<file path="src/rtl/mem_seq_pkg.sv">
// Shared op codes, state encoding and default width for the memory sequencer.
package mem_seq_pkg;

    localparam int unsigned SEQ_WIDTH = 16;
    localparam int unsigned OP_W      = 3;

    typedef enum logic [OP_W-1:0] {
        OP_FETCH = 3'd0,
        OP_LOAD  = 3'd1,
        OP_STORE = 3'd2,
        OP_PUSH  = 3'd3,
        OP_POP   = 3'd4
    } op_e;

    typedef enum logic [1:0] {
        ST_IDLE  = 2'd0,
        ST_ISSUE = 2'd1,
        ST_WAIT  = 2'd2,
        ST_RESP  = 2'd3
    } state_e;

endpackage

</file>
<file path="src/rtl/mem_seq_if.sv">
// Request/response handshake bundle between the control FSM and the sequencer.
interface mem_seq_if
    import mem_seq_pkg::*;
#(
    parameter int unsigned WIDTH = SEQ_WIDTH
);
    logic             req_valid;
    logic             req_ready;
    logic [OP_W-1:0]  req_op;
    logic [WIDTH-1:0] req_addr;
    logic [WIDTH-1:0] req_data;
    logic             rsp_valid;
    logic             rsp_ready;
    logic [OP_W-1:0]  rsp_op;
    logic [WIDTH-1:0] rsp_data;

    modport master (
        output req_valid, req_op, req_addr, req_data, rsp_ready,
        input  req_ready, rsp_valid, rsp_op, rsp_data
    );

    modport slave (
        input  req_valid, req_op, req_addr, req_data, rsp_ready,
        output req_ready, rsp_valid, rsp_op, rsp_data
    );
endinterface

</file>
<file path="src/rtl/mem_seq_sp.sv">
// Stack pointer register with increment/decrement and optional bounds fault.
// Bounds checking is enabled by defining MEM_SEQ_STACK_CHECK_EN.
module mem_seq_sp #(
    parameter int unsigned      WIDTH       = 16,
    parameter logic [WIDTH-1:0] STACK_BASE  = '0,
    parameter logic [WIDTH-1:0] STACK_LIMIT = '1
) (
    input  logic             clock,
    input  logic             reset,
    input  logic             inc,
    input  logic             dec,
    input  logic             fault_set,
    output logic [WIDTH-1:0] stack_pointer,
    output logic             fault,
    output logic             push_fault_c,
    output logic             pop_fault_c
);

    // Stack pointer update, modulo 2^WIDTH.
    always_ff @(posedge clock) begin
        if (reset) begin
            stack_pointer <= STACK_BASE;
        end else if (inc) begin
            stack_pointer <= stack_pointer + WIDTH'(1);
        end else if (dec) begin
            stack_pointer <= stack_pointer - WIDTH'(1);
        end
    end

`ifdef MEM_SEQ_STACK_CHECK_EN
    assign push_fault_c = (stack_pointer > STACK_LIMIT);
    assign pop_fault_c  = (stack_pointer == STACK_BASE);

    // Sticky fault flag, cleared only by reset.
    always_ff @(posedge clock) begin
        if (reset) begin
            fault <= 1'b0;
        end else if (fault_set) begin
            fault <= 1'b1;
        end
    end
`else
    logic unused_check;
    assign unused_check = ^{STACK_LIMIT, fault_set};
    assign push_fault_c = 1'b0;
    assign pop_fault_c  = 1'b0;
    assign fault        = 1'b0;
`endif

endmodule

</file>
<file path="src/rtl/mem_sequencer.sv">
// CPU-side initiator for the datapath memory port: fetch, load, store, push, pop.
// Optional stack bounds checking via MEM_SEQ_STACK_CHECK_EN.
module mem_sequencer
    import mem_seq_pkg::*;
#(
    parameter int unsigned      WIDTH       = SEQ_WIDTH,
    parameter logic [WIDTH-1:0] STACK_BASE  = '0,
    parameter logic [WIDTH-1:0] STACK_LIMIT = '1
) (
    input  logic             clock,
    input  logic             reset,
    mem_seq_if.slave         bus,
    output logic [WIDTH-1:0] stack_pointer,
    output logic             fault,
    output logic [WIDTH-1:0] program_counter,
    output logic [WIDTH-1:0] address,
    output logic [WIDTH-1:0] value,
    output logic             memory_store_enable,
    output logic             stack_store_enable,
    input  logic [WIDTH-1:0] current_instruction,
    input  logic [WIDTH-1:0] at_memory,
    input  logic [WIDTH-1:0] at_stack
);

    state_e           state_q, state_d;
    logic [OP_W-1:0]  op_q, op_d;
    logic [WIDTH-1:0] wdata_q, wdata_d;
    logic             bad_q, bad_d;
    logic [WIDTH-1:0] pc_d, addr_d, value_d, rsp_data_d;
    logic [OP_W-1:0]  rsp_op_d;
    logic             mse_d, sse_d, rsp_valid_d, req_ready_d;
    logic             push_fault_c, pop_fault_c;
    logic             sp_inc, sp_dec, sp_fault_set;

    assign sp_inc       = (state_q == ST_ISSUE) && (op_q == OP_PUSH) && !bad_q;
    assign sp_dec       = (state_q == ST_ISSUE) && (op_q == OP_POP)  && !bad_q;
    assign sp_fault_set = (state_q == ST_ISSUE) && bad_q;

    mem_seq_sp #(
        .WIDTH       (WIDTH),
        .STACK_BASE  (STACK_BASE),
        .STACK_LIMIT (STACK_LIMIT)
    ) u_sp (
        .clock         (clock),
        .reset         (reset),
        .inc           (sp_inc),
        .dec           (sp_dec),
        .fault_set     (sp_fault_set),
        .stack_pointer (stack_pointer),
        .fault         (fault),
        .push_fault_c  (push_fault_c),
        .pop_fault_c   (pop_fault_c)
    );

    // State and registered outputs; reset aborts any operation in flight.
    always_ff @(posedge clock) begin
        if (reset) begin
            state_q             <= ST_IDLE;
            op_q                <= '0;
            wdata_q             <= '0;
            bad_q               <= 1'b0;
            program_counter     <= '0;
            address             <= '0;
            value               <= '0;
            memory_store_enable <= 1'b0;
            stack_store_enable  <= 1'b0;
            bus.req_ready       <= 1'b1;
            bus.rsp_valid       <= 1'b0;
            bus.rsp_op          <= '0;
            bus.rsp_data        <= '0;
        end else begin
            state_q             <= state_d;
            op_q                <= op_d;
            wdata_q             <= wdata_d;
            bad_q               <= bad_d;
            program_counter     <= pc_d;
            address             <= addr_d;
            value               <= value_d;
            memory_store_enable <= mse_d;
            stack_store_enable  <= sse_d;
            bus.req_ready       <= req_ready_d;
            bus.rsp_valid       <= rsp_valid_d;
            bus.rsp_op          <= rsp_op_d;
            bus.rsp_data        <= rsp_data_d;
        end
    end

    // Next state and next values of the registered outputs.
    always_comb begin
        state_d     = state_q;
        op_d        = op_q;
        wdata_d     = wdata_q;
        bad_d       = bad_q;
        pc_d        = program_counter;
        addr_d      = address;
        value_d     = value;
        mse_d       = 1'b0;
        sse_d       = 1'b0;
        rsp_valid_d = bus.rsp_valid;
        rsp_op_d    = bus.rsp_op;
        rsp_data_d  = bus.rsp_data;

        case (state_q)
            ST_IDLE: begin
                if (bus.req_valid && bus.req_ready) begin
                    state_d = ST_ISSUE;
                    op_d    = bus.req_op;
                    wdata_d = bus.req_data;
                    bad_d   = 1'b0;
                    case (bus.req_op)
                        OP_FETCH: pc_d = bus.req_addr;
                        OP_LOAD:  addr_d = bus.req_addr;
                        OP_STORE: begin
                            addr_d  = bus.req_addr;
                            value_d = bus.req_data;
                            mse_d   = 1'b1;
                        end
                        OP_PUSH: begin
                            if (push_fault_c) begin
                                bad_d = 1'b1;
                            end else begin
                                addr_d  = stack_pointer;
                                value_d = bus.req_data;
                                sse_d   = 1'b1;
                            end
                        end
                        OP_POP: begin
                            if (pop_fault_c) begin
                                bad_d = 1'b1;
                            end else begin
                                addr_d = stack_pointer - WIDTH'(1);
                            end
                        end
                        default: ;
                    endcase
                end
            end
            ST_ISSUE: state_d = ST_WAIT;
            ST_WAIT: begin
                state_d     = ST_RESP;
                rsp_valid_d = 1'b1;
                rsp_op_d    = op_q;
                if (bad_q) begin
                    rsp_data_d = '0;
                end else begin
                    case (op_q)
                        OP_FETCH:         rsp_data_d = current_instruction;
                        OP_LOAD:          rsp_data_d = at_memory;
                        OP_STORE, OP_PUSH: rsp_data_d = wdata_q;
                        OP_POP:           rsp_data_d = at_stack;
                        default:          rsp_data_d = '0;
                    endcase
                end
            end
            ST_RESP: begin
                if (bus.rsp_ready) begin
                    state_d     = ST_IDLE;
                    rsp_valid_d = 1'b0;
                end
            end
            default: state_d = ST_IDLE;
        endcase

        req_ready_d = (state_d == ST_IDLE);
    end

endmodule

</file>
<file path="src/flat_wrapper.sv">
// flat-port wrapper written by rule: the top's interface ports become plain ports
module mem_sequencer_flat import mem_seq_pkg::*;
#(
    parameter int unsigned      WIDTH       = SEQ_WIDTH,
    parameter logic [WIDTH-1:0] STACK_BASE  = '0,
    parameter logic [WIDTH-1:0] STACK_LIMIT = '1
)
  (clock, reset, stack_pointer, fault, program_counter, address, value, memory_store_enable, stack_store_enable, current_instruction, at_memory, at_stack, bus_req_valid, bus_req_op, bus_req_addr, bus_req_data, bus_rsp_ready, bus_req_ready, bus_rsp_valid, bus_rsp_op, bus_rsp_data);
  mem_seq_if #(.WIDTH(WIDTH)) bus_i ();
  input  logic clock;
  input  logic reset;
  output logic [WIDTH-1:0] stack_pointer;
  output logic fault;
  output logic [WIDTH-1:0] program_counter;
  output logic [WIDTH-1:0] address;
  output logic [WIDTH-1:0] value;
  output logic memory_store_enable;
  output logic stack_store_enable;
  input  logic [WIDTH-1:0] current_instruction;
  input  logic [WIDTH-1:0] at_memory;
  input  logic [WIDTH-1:0] at_stack;
  input wire logic [$bits(bus_i.req_valid)-1:0] bus_req_valid;
  input wire logic [$bits(bus_i.req_op)-1:0] bus_req_op;
  input wire logic [$bits(bus_i.req_addr)-1:0] bus_req_addr;
  input wire logic [$bits(bus_i.req_data)-1:0] bus_req_data;
  input wire logic [$bits(bus_i.rsp_ready)-1:0] bus_rsp_ready;
  output wire logic [$bits(bus_i.req_ready)-1:0] bus_req_ready;
  output wire logic [$bits(bus_i.rsp_valid)-1:0] bus_rsp_valid;
  output wire logic [$bits(bus_i.rsp_op)-1:0] bus_rsp_op;
  output wire logic [$bits(bus_i.rsp_data)-1:0] bus_rsp_data;
  assign bus_i.req_valid = bus_req_valid;
  assign bus_i.req_op = bus_req_op;
  assign bus_i.req_addr = bus_req_addr;
  assign bus_i.req_data = bus_req_data;
  assign bus_i.rsp_ready = bus_rsp_ready;
  assign bus_req_ready = bus_i.req_ready;
  assign bus_rsp_valid = bus_i.rsp_valid;
  assign bus_rsp_op = bus_i.rsp_op;
  assign bus_rsp_data = bus_i.rsp_data;
  mem_sequencer #(.WIDTH(WIDTH), .STACK_BASE(STACK_BASE), .STACK_LIMIT(STACK_LIMIT)) u_core (.clock(clock), .reset(reset), .bus(bus_i), .stack_pointer(stack_pointer), .fault(fault), .program_counter(program_counter), .address(address), .value(value), .memory_store_enable(memory_store_enable), .stack_store_enable(stack_store_enable), .current_instruction(current_instruction), .at_memory(at_memory), .at_stack(at_stack));
endmodule
</file>
<file path="config.mk">
export PLATFORM = sky130hd
export DESIGN_NAME = mem_sequencer_flat
export DESIGN_NICKNAME = d
export VERILOG_FILES = /design/src/rtl/mem_seq_pkg.sv /design/src/rtl/mem_seq_if.sv /design/src/rtl/mem_seq_sp.sv /design/src/rtl/mem_sequencer.sv /design/src/flat_wrapper.sv
export SDC_FILE = /design/constraint.sdc
export NUM_CORES = 1
export LEC_CHECK = 0
export CAP_MARGIN = 10
export CORE_MARGIN = 4
export CORE_UTILIZATION = 43
export CTS_CLUSTER_DIAMETER = 50
export CTS_CLUSTER_SIZE = 14
export DETAILED_ROUTE_END_ITERATION = 8
export PLACE_DENSITY = 0.87
export SYNTH_ARGS = -nofsm -noshare
export SYNTH_HDL_FRONTEND = slang
export SYNTH_SLANG_ARGS = --single-unit
</file>
<file path="constraint.sdc">
create_clock -name clock -period 2.2 [get_ports clock]
set_input_delay 0.55 -clock clock [delete_from_list [all_inputs] [get_ports clock]]
set_output_delay 0.55 -clock clock [all_outputs]
set_load 0.005 [all_outputs]
</file>
==> results.md <==
* Sink Count at 108
* Hold path endpoint: u_core.wdata_q[3]
* Worst-Skew Late Latency at 0.36 ns
* Max Buffers Root-to-Sink at 2
* # setup viols final at 0
* Synth cell types at 60
* Synth top area share at 38.8%
* Post-synthesis sequential area ratio at 38.8%
* Slew Limit Fails at 0
* Ports at 175
* CP endpoint kind: flop
* GRT overflow at 0
* Reg-to-reg slack, setup at 0.08 ns
* Nets at 1017
* Async SR Flop Fraction at 0%
* Post-synth top area cell: dfxtp_1
* Commonest non-fill, non-tap cells in the layout: nand2_1 (172), clkdlybuf4s50_1 (172), dfxtp_1 (107)
* Worst setup path category: flop to flop
* Synth warn at 0
* VDD IR max at 0.518 mV
* Type of the tightest min-delay check: flop to flop
* Post-route DRC at 0
* R2r endpoint: u_core.address[10]
* Worst Setup SP: u_core.u_sp.stack_pointer[0]
* HP Start: u_core.wdata_q[3]
* Area growth, synth to finish at 45.4%
* PnR Total Power at 5.32 mW
* Clock slew at reported path FFs at 0.07 ns
* Mapped Cells at 743
* Top_reg_cell synth: dfxtp_1
* Worst EP arrival at 2.40 ns
* Tot GR Track Use at 24.4%
* CTS root buf: clkbuf_16
* Layout cells sized above 1 at 11.8%
* Std-Cell Rows at 41
* Max-slew headroom at 56.3%
* Final wirelength at 18.5 mm
* Routed Antenna Nets at 0
* Synth top area cells: dfxtp_1 (39%), nand2_1 (12%), a21oi_1 (9.5%)
* Worst-Margin Slew at 0.655 ns
* Finished Layout Cells at 1105
* Synthesized net count at 832
* Final hold violation count at 0
* IO Port Bufs at 173
* First-pass GRT wire length at 29.1 mm
* Initial Util at 44.0%
* DIE WIDTH at 122 µm
* Mean Syn Cell Area at 7.50 µm²
* CTS HTree Levels at 3
* Initial antenna violation count at 0
* Via count at 6060
* Largest net degree at the start of global routing at 59
* ANT cells at 0
* Worst Skew at 0.00733 ns
* Number of global-route vias before repair at 5889
* TritonCTS clock tree: done
* Post-synth EDFFs at 0
* # placed instances at 1089
* Worst endpoint required time at 2.48 ns
* Final worst path period share at 96.4%
* Die area at 14800 µm²
* Hold depth at 2
* Drt wl/cell at 16.7 µm
* DRT Pass-1 Iters at 5
* Max Freq at 472 MHz
* Die Y at 122 µm
* TNS Setup at 0 ns
* Status: complete, no violations
* Core Footprint at 12700 µm²
* Yosys reg bits at 108
* Critical R2R Launch: u_core.u_sp.stack_pointer[0]
* HPWL Detailed at 13.7 mm
* CTS Buf Count at 9
* Worst r2r path cells at 8
* Startpoint types: flop
* DRT iter0 DRCs at 461
* MaxCap Viol Count at 0
* Min Tclk post-route at 2.12 ns
* Pwr Density at 657 nW/µm²
* CP Max Fanout at 5
* Vias per Instance at 5.48
* Pleak at 2.96 nW
* Mapped cell area at 5570 µm²
* GP Congestion at 0.976
==> layout make-up <==
cell class | count | area [µm²]
well taps | 172 | 215
multi-input cells | 570 | 3180
repair buffers | 232 | 2200
clock buffers | 11 | 253
flip-flops and latches | 108 | 2160
inverters | 7 | 26.3
clock inverters | 5 | 67.6
fillers | 1068 | 4570
==> state kept, by name, summed over array words and instances (netlist names) <==
| name | count |
|---|---|
| u_core.op_q | 3 |
| u_core.wdata_q | 16 |
| u_core.value | 16 |
| u_core.bus.rsp_valid | 1 |
| u_core.bus.rsp_data | 16 |
| u_core.program_counter | 16 |
| u_core.bus.rsp_op | 3 |
| u_core.stack_store_enable | 1 |
| u_core.bus.req_ready | 1 |
| u_core.address | 16 |
| u_core.state_q | 2 |
| u_core.u_sp.stack_pointer | 16 |
| u_core.memory_store_enable | 1 |
==> metrics by stage <==
step	worst slack (ns)	hold slack (ns)	util, %	area (µm²)
floorplan	0.0403	0.432	-	5570
global placement	-0.0222	0.438	61.1	7740
detailed placement	-0.0900	0.444	61.1	7740
CTS	0.0336	0.454	63.6	8060
global route	-0.0212	0.472	63.9	8100
finish	0.0800	0.455	63.9	8100
==> metal layers <==
metal / vias up / wire length [µm] / track usage [%] / share of wire [%]
li1: 2922 / - / - / -
met1: 2813 / 7200 / 29.1 / 39
met2: 290 / 8920 / 41.5 / 48
met3: 35 / 1970 / 8.17 / 11
met4: 0 / 415 / 8.05 / 2.2
met5: - / 0 / 0 / 0
==> repair_timing <==
action / in CTS / in global routing
endpoints found under the setup margin: 0 / 8
hold buffers: 0 / 0
gates resized for setup: 0 / 9
buffers inserted: 0 / 0
==> synth_stat cells (2+ instances only) <==
cell type,count
nand3b_1,4
o22ai_1,8
nand4_1,4
nor2_1,66
clkbuf_1,40
or4_4,3
dfxtp_1,108
buf_4,2
o211ai_1,3
nor4_1,5
mux2i_1,33
a31oi_1,4
inv_1,7
a22oi_1,3
o2bb2ai_1,8
xnor2_1,6
ha_1,2
buf_1,6
o2111ai_1,2
nor2b_1,4
or2_2,17
nand2b_1,5
xor2_1,15
a221o_1,2
nand2_1,172
buf_2,8
a211oi_1,9
and2_1,13
a2111oi_0,4
nor3_1,11
o21ai_0,28
nand3_1,5
a32oi_1,2
a21oi_1,106
nor3b_1,3
==> critical path: stages, from the launching register on <==
cell and delay (ns):
dfxtp_2 0.35, inv_1 0.06, ha_1 0.17, or4b_4 0.54
nor4_2 0.36, buf_4 0.17, xor2_1 0.18, o22ai_1 0.10
nor3_1 0.11
==> how the worst max path moves through the flow <==
stage / endpoint / slack (ns) / depth (start not counted)
after floorplan: u_core.address[14] / 0.04 / 8
after global placement: u_core.address[11] / -0.02 / 7
after detailed placement: u_core.address[7] / -0.09 / 7
after CTS: u_core.u_sp.stack_pointer[10] / 0.03 / 8
after global routing: u_core.address[10] / -0.02 / 8
final: u_core.address[10] / 0.08 / 8
==> power by group <==
part	switching (mW)	leakage (nW)	internal, mW	total (mW)
registers	0.102	0.877	2.09	2.19
clock network	0.755	0.158	0.961	1.72
logic	0.695	1.92	0.719	1.41
==> kinds of logic (layout without fill, tap and decap cells) <==
kind of cell	after synthesis	after routing	share of synthesized area (%)
AO/OA/AOI/OAI	191	191	20.3
multiplexers	33	33	5.93
buffers and inverters	65	255	5.01
XOR/XNOR	21	21	3.30
other	1	1	0.0673
flip-flops	108	108	38.8
AND/OR/NAND/NOR	322	322	26.2
adder cells (fa/ha/maj)	2	2	0.449
Power figures use the tool's default switching activity.
